<file path="src/rtl/instr_encoder.sv">
// Packs symbolic MIPS instructions into 32-bit words and writes them to consecutive instruction memory addresses.
// Latency: one word per 2 cycles (accept edge, then a one-cycle write); ready_o drops while writing, when full, or in DONE/ERROR.
module instr_encoder #(
   parameter int ADDR_W    = 10,
   parameter int DEPTH     = 256,
   parameter int BASE_ADDR = 0
) (
   input  logic              clk_i,
   input  logic              rst_i,
   input  logic              start_i,
   input  logic              valid_i,
   output logic              ready_o,
   input  logic [2:0]        kind_i,
   input  logic [4:0]        rs_i,
   input  logic [4:0]        rt_i,
   input  logic [4:0]        rd_i,
   input  logic [4:0]        shamt_i,
   input  logic [5:0]        funct_i,
   input  logic [15:0]       imm_i,
   input  logic [25:0]       target_i,
   input  logic              last_i,
   output logic              mem_we_o,
   output logic [ADDR_W-1:0] mem_addr_o,
   output logic [31:0]       mem_data_o,
   output logic [ADDR_W-1:0] instr_count_o,
   output logic              full_o,
   output logic              done_o,
   output logic              err_o
);

   localparam logic [5:0] OP_R    = 6'd0;
   localparam logic [5:0] OP_ADDI = 6'd8;
   localparam logic [5:0] OP_SLTI = 6'd10;
   localparam logic [5:0] OP_BEQ  = 6'd4;
   localparam logic [5:0] OP_LW   = 6'd35;
   localparam logic [5:0] OP_SW   = 6'd43;
   localparam logic [5:0] OP_J    = 6'd2;
   localparam logic [5:0] OP_JAL  = 6'd3;

   localparam logic [ADDR_W-1:0] BASE  = ADDR_W'(BASE_ADDR);
   localparam logic [ADDR_W-1:0] LIMIT = ADDR_W'(DEPTH);

   typedef enum logic [1:0] {IDLE, WRITE, DONE, ERROR} state_t;

   state_t            state, stateNext;
   logic [ADDR_W-1:0] count, countNext;
   logic [31:0]       dataReg, encWord;
   logic              lastReg, acceptWord;

   always_comb begin
      encWord = 32'd0;
      case (kind_i)
         3'd0: encWord = {OP_R, rs_i, rt_i, rd_i, shamt_i, funct_i};
         3'd1: encWord = {OP_ADDI, rs_i, rt_i, imm_i};
         3'd2: encWord = {OP_SLTI, rs_i, rt_i, imm_i};
         3'd3: encWord = {OP_BEQ, rs_i, rt_i, imm_i};
         3'd4: encWord = {OP_LW, rs_i, rt_i, imm_i};
         3'd5: encWord = {OP_SW, rs_i, rt_i, imm_i};
         3'd6: encWord = {OP_J, target_i};
         3'd7: encWord = {OP_JAL, target_i};
         default: encWord = 32'd0;
      endcase
   end

   always_comb begin
      stateNext  = state;
      countNext  = count;
      acceptWord = 1'b0;
      case (state)
         IDLE: begin
            if (valid_i && !full_o) begin
               acceptWord = 1'b1;
               stateNext  = WRITE;
            end else if (valid_i) begin
               // A word offered with the buffer already full and no prior last_i is an overflow.
               stateNext = ERROR;
            end
         end
         WRITE: begin
            countNext = count + 1'b1;
            stateNext = lastReg ? DONE : IDLE;
         end
         DONE, ERROR: begin
            if (start_i) begin
               countNext = '0;
               stateNext = IDLE;
            end
         end
         default: stateNext = IDLE;
      endcase
   end

   always_ff @(posedge clk_i) begin
      if (rst_i) begin
         state   <= IDLE;
         count   <= '0;
         dataReg <= 32'd0;
         lastReg <= 1'b0;
      end else begin
         state <= stateNext;
         count <= countNext;
         if (acceptWord) begin
            dataReg <= encWord;
            lastReg <= last_i;
         end
      end
   end

   assign full_o        = (count == LIMIT);
   assign ready_o       = (state == IDLE) && !full_o;
   assign mem_we_o      = (state == WRITE);
   assign mem_addr_o    = BASE + (count << 2);
   assign mem_data_o    = dataReg;
   assign instr_count_o = count;
   assign done_o        = (state == DONE);
   assign err_o         = (state == ERROR);

endmodule

</file>
<file path="config.mk">
export PLATFORM = sky130hd
export DESIGN_NAME = instr_encoder
export DESIGN_NICKNAME = d
export VERILOG_FILES = /design/src/rtl/instr_encoder.sv
export SDC_FILE = /design/constraint.sdc
export NUM_CORES = 1
export LEC_CHECK = 0
export ABC_AREA = 1
export CORE_MARGIN = 3
export CORE_UTILIZATION = 40
export DETAILED_ROUTE_END_ITERATION = 16
export GPL_TIMING_DRIVEN = 0
export PLACE_DENSITY = 0.92
export SLEW_MARGIN = 20
export SYNTH_ARGS = -nofsm -noshare
export SYNTH_HDL_FRONTEND = slang
export SYNTH_SLANG_ARGS = --single-unit
</file>
<file path="constraint.sdc">
create_clock -name clk_i -period 1.96 [get_ports clk_i]
set_input_delay 0.392 -clock clk_i [delete_from_list [all_inputs] [get_ports clk_i]]
set_output_delay 0.392 -clock clk_i [all_outputs]
set_load 0.02 [all_outputs]
</file>
# ---- Word level (Yosys, flattened, before mapping)
# Cells that the tools add are included.
dict set report word_totals {
  word_cells 37
  memories 0
  out_inout_bits 57
  regBits 45
  mem_bits_rw 0
  input_bits 76
  latch_bits 0
  rom_bits 0
}
dict set report op_classes {
  eq_ne 13
  n_mux 10
  bitwise_logic 0
  n_reduce_logical 9
  shifts 0
  add_sub_neg 1
  order_cmp 0
  mul 0
  div 0
}
# op count
set op_table {}
lappend op_table {{one-hot mux 32 bit (8 select lines)} 1}
lappend op_table {{one-hot mux 10 bit (2 select lines)} 1}
lappend op_table {{equality test 3 bit, second input constant} 4}
lappend op_table {{adder 10 x 1 -> 10 bit, second input constant} 1}
lappend op_table {{equality test 10 x 9 -> 1 bit, second input constant} 1}
lappend op_table {{2-to-1 mux 10 bit} 1}
lappend op_table {{2-to-1 mux 2 bit} 4}
lappend op_table {{equality test 3 x 2 -> 1 bit, second input constant} 2}
lappend op_table {{one-hot mux 2 bit (3 select lines)} 1}
lappend op_table {{equality test 2 bit, second input constant} 2}
lappend op_table {{AND reduction 2 bit} 2}
lappend op_table {{equality test 3 x 1 -> 1 bit, second input constant} 1}
lappend op_table {{logical NOT 3 bit} 1}
lappend op_table {{inequality test 3 bit, second input constant} 1}
lappend op_table {{equality test 2 x 1 -> 1 bit, second input constant} 1}
lappend op_table {{logical AND 1 bit} 2}
lappend op_table {{logical NOT 2 bit} 1}
lappend op_table {{2-to-1 mux 1 bit} 2}
lappend op_table {{inequality test 2 bit, second input constant} 1}
lappend op_table {{nonzero test 2 bit} 1}
lappend op_table {{OR reduction 2 bit} 1}
lappend op_table {{logical NOT 1 bit} 1}

# ---- Longest topological paths before layout
dict set report logic_depth {
  ltp_word 5
  ltp_mapped 10
  depth_no_buf 9
}

# ---- Least setup slack after synthesis
# OpenSTA, ideal clock, no wires.
dict set report synth_path {
  path_type {reg-to-output}
  startpoint {register count[0], in the netlist instr_count_o[0]}
  endpoint {output port ready_o}
  t_arrival_ps 1632
  path_stages_with_launch 9
  path_slack_ps -64
  n_path_buf 1
  path_cell_list {dfxtp_1 > inv_1 > ha_1 > nand2_1 > nor2_4 > nand2_4 > buf_2 > inv_1 > nor2_1}
}
dict set report synth_between {
  elab_chain_len 3
}
# item line
set synth_rtl {}
lappend synth_rtl {{from (decl)} 46} ;# logic [ADDR_W-1:0] count, countNext;
lappend synth_rtl {{from (signal assigned)} 101} ;# count <= countNext;
lappend synth_rtl {{equality test 10 x 9 -> 1 bit} 109} ;# assign full_o = (count == LIMIT);
lappend synth_rtl {{net full_o} 26} ;# output logic full_o,
lappend synth_rtl {{logical NOT 1 bit} 110} ;# assign ready_o = (state == IDLE) && !full_o;
lappend synth_rtl {{logical AND 1 bit} 110}
lappend synth_rtl {{to (decl)} 12} ;# output logic ready_o,
# The timed path passes the listed nets, and every way through them passes these cells.

# ---- Worst setup path in the final report
dict set report layout_path {
  startpoint {register count[0], in the netlist instr_count_o[0]}
  endpoint {output port ready_o}
}
dict set report layout_between {
  elab_chain_len 3
}
# item line
set layout_rtl {}
lappend layout_rtl {{equality test 10 x 9 -> 1 bit} 109}
lappend layout_rtl {{logical NOT 1 bit} 110}
lappend layout_rtl {{logical AND 1 bit} 110}
# Every way passes these cells.

==> impl_metrics.yaml <==
outcome:
  status: "finished clean"
floorplan:
  design.core.area_um2: 6166
  die_x_um: 87.24
  initial_core_util: 0.4282
  ios: 133
  chipHeight_um: 87.24
  rows: 28
  dieArea_um2: 7611
pwr:
  ir_drop_mv: 0.3818
  p_leak_uw: 0.001892
  power_density_nw_per_um2: 535.2
detailed_routing:
  drtIter0Drc: 161
  dr_total_vias: 3045
  drc_errors: 0
  drt_wl_total_mm: 8.065
  wire_per_inst_um: 12.64
  drt_pass1_iterations: 4
  via_per_inst: 4.773
  drtAntennaViolNets: 0
setup_path:
  arrival_ns: 1.48
  crit_fanout: 7
  setup.worst_path.class: "register to primary output"
  endpoint_kind: "primary output"
  worst-endpoint-required_ns: 1.57
  start_kind: "register"
sta:
  max_slew_margin: 0.5398
  final.min_clock_period_ns: 1.877
  drv_slew: 0
  finalHoldViolCount: 0
  setup_violations: 0
  tightest_slew_ns: 0.6903
  setup_slack_ns: 0.08315
  timing.fmax_mhz: 532.8
  fin_crit_sh: 0.9576
  fin_worst_skew_ns: 0.003322
logic_synthesis:
  synth-edff-count: 0
  synth_ff_type: "dfxtp_1"
  synthDominantCellAreaShare: 0.3336
  synth.most_common_cell: "nand2_1"
  syn_inst: 419
  synth_common_cells: "114 x nand2_1, 63 x nor2_1, 51 x inv_1, 44 x dfxtp_1, 31 x a21oi_1"
  synth_warnings: 0
  avgSynthCellArea_um2: 6.301
  synth_top_cell_by_area: "dfxtp_1"
  seq_area_frac_synth: 0.3336
  ys_seq_elements: 44
  syn_area_um2: 2640
  synth_area_leaders: "dfxtp_1 33%, nand2_1 16%, nor2_1 9.0%"
  synthArstFlopShare: 0
  ys_types: 30
clocking:
  numCtsBuffers: 5
  htreeDepth: 2
  cts_tree: "done"
  numClockSinks: 44
  cts.clk_slew.worst_paths_ns: 0.08
  clkLatencyLatePin_ns: 0.29
  cts_buffer_depth: 2
  cts-root-buf: "clkbuf_8"
placement:
  place_area_um2: 4035
  post-place-ws_ns: -0.4685
  port_buffers: 129
  dp_hpwl_mm: 6.440
  routabilityCongestion: 0.8123
global_routing:
  grt_max_degree: 19
  grt_first_pass_wirelength_mm: 13.11
  antenna_found_initial: 0
  grt_pass1_vias: 2926
  grt_use_total: 0.2118
  overflow: 0
cells_and_area:
  diodes: 0
  stdcell_area_um2: 4184
  finalNetCount: 640
  drive_gt1_frac: 0.1279
  syn_to_final_growth_pct: 58.48
flow_run:
  drv_cap: 0
min_path:
  worstHoldPathType: "register to register"
==> power by group <==
part	internal [uW]	switching, uW	leakage [uW]
Combinational	347	327	0.00148
Sequential	948	34.6	0.000364
Clock	282	301	0.0000510
==> sequential cells by signal, indices dropped and copies added, names as in the netlist <==
name and count:
state 2, lastReg 1, mem_data_o 31, instr_count_o 10
==> final timing paths <==
kind	depth (start not counted)	slack, ns	endpoint	startpoint
hold / removal	2	0.47	mem_data_o[22]	mem_data_o[22]
setup / recovery	8	0.08	ready_o	instr_count_o[0]
hold reg to reg	2	0.47	mem_data_o[22]	mem_data_o[22]
setup reg to reg	11	0.27	mem_data_o[20]	instr_count_o[0]
==> timing repair <==
item	4_1_cts	5_1_grt
gates cloned	0	0
hold buffers	0	0
resized for setup	16	4
endpoints found under the setup margin	3	5
pin swaps	1	1
setup buffers	1	5
==> layer usage <==
metal	vias up	wire (um)	track usage
li1	1569	-	-
met3	17	548	0.04447
met1	1359	3254	0.2509
met5	-	0	0
met4	0	163	0.06137
met2	100	4098	0.3815
==> stage by stage <==
step	power, uW	hold slack [ns]	cells	util	setup TNS [ns]
after floorplan	1342	0.4392	421	-	0
after detailed placement	1669	0.4529	625	0.6544	-2.446
final	2239	0.4661	638	0.6786	0
after CTS	2255	0.4682	633	0.6717	0
after global routing	2368	0.4867	638	0.6786	-0.007868
after global placement	1653	0.4479	625	0.6544	-1.315
==> placed cells by master, fill, tap and decap left out, drive strengths merged <==
cell             n
nand2          126
clkdlybuf4s50  125
nor2            67
inv             52
dfxtp           44
a21oi           41
buf             28
nand3           26
o21ai           21
clkbuf          14
conb             3
clkinv           3
nor3             2
a32oi            2
ha               2
or2              1
a211oi           1
a31oi            1
o21a             1
nand4            1
dlygate4sd2      1
dlymetal6s2s     1
==> critical path, stage by stage, from the launching register on <==
cell     delay [ns]
dfxtp_4        0.37
inv_1          0.06
ha_1           0.13
nand2_1        0.10
nor2_4         0.19
nand2_8        0.08
inv_2          0.06
nor2_2         0.03
buf_2          0.16
==> kinds of logic after synthesis <==
| family | synth area share |
|---|---|
| adder cells (fa/ha/maj) | 0.009477 |
| buffers and inverters | 0.1507 |
| AO/OA/AOI/OAI | 0.1464 |
| other | 0.001420 |
| flip-flops | 0.3336 |
| AND/OR/NAND/NOR | 0.3583 |
==> final cells by class <==
class                   count  area, um2
flip-flops and latches     44      889.6
multi-input cells         295       1388
fillers                   533       1982
repair buffers            135       1328
inverters                  53      198.9
well taps                  75      93.84
plain buffers              28      193.9
clock inverters             2      10.01
clock buffers               6      82.58
Power figures use the tool's default switching activity.
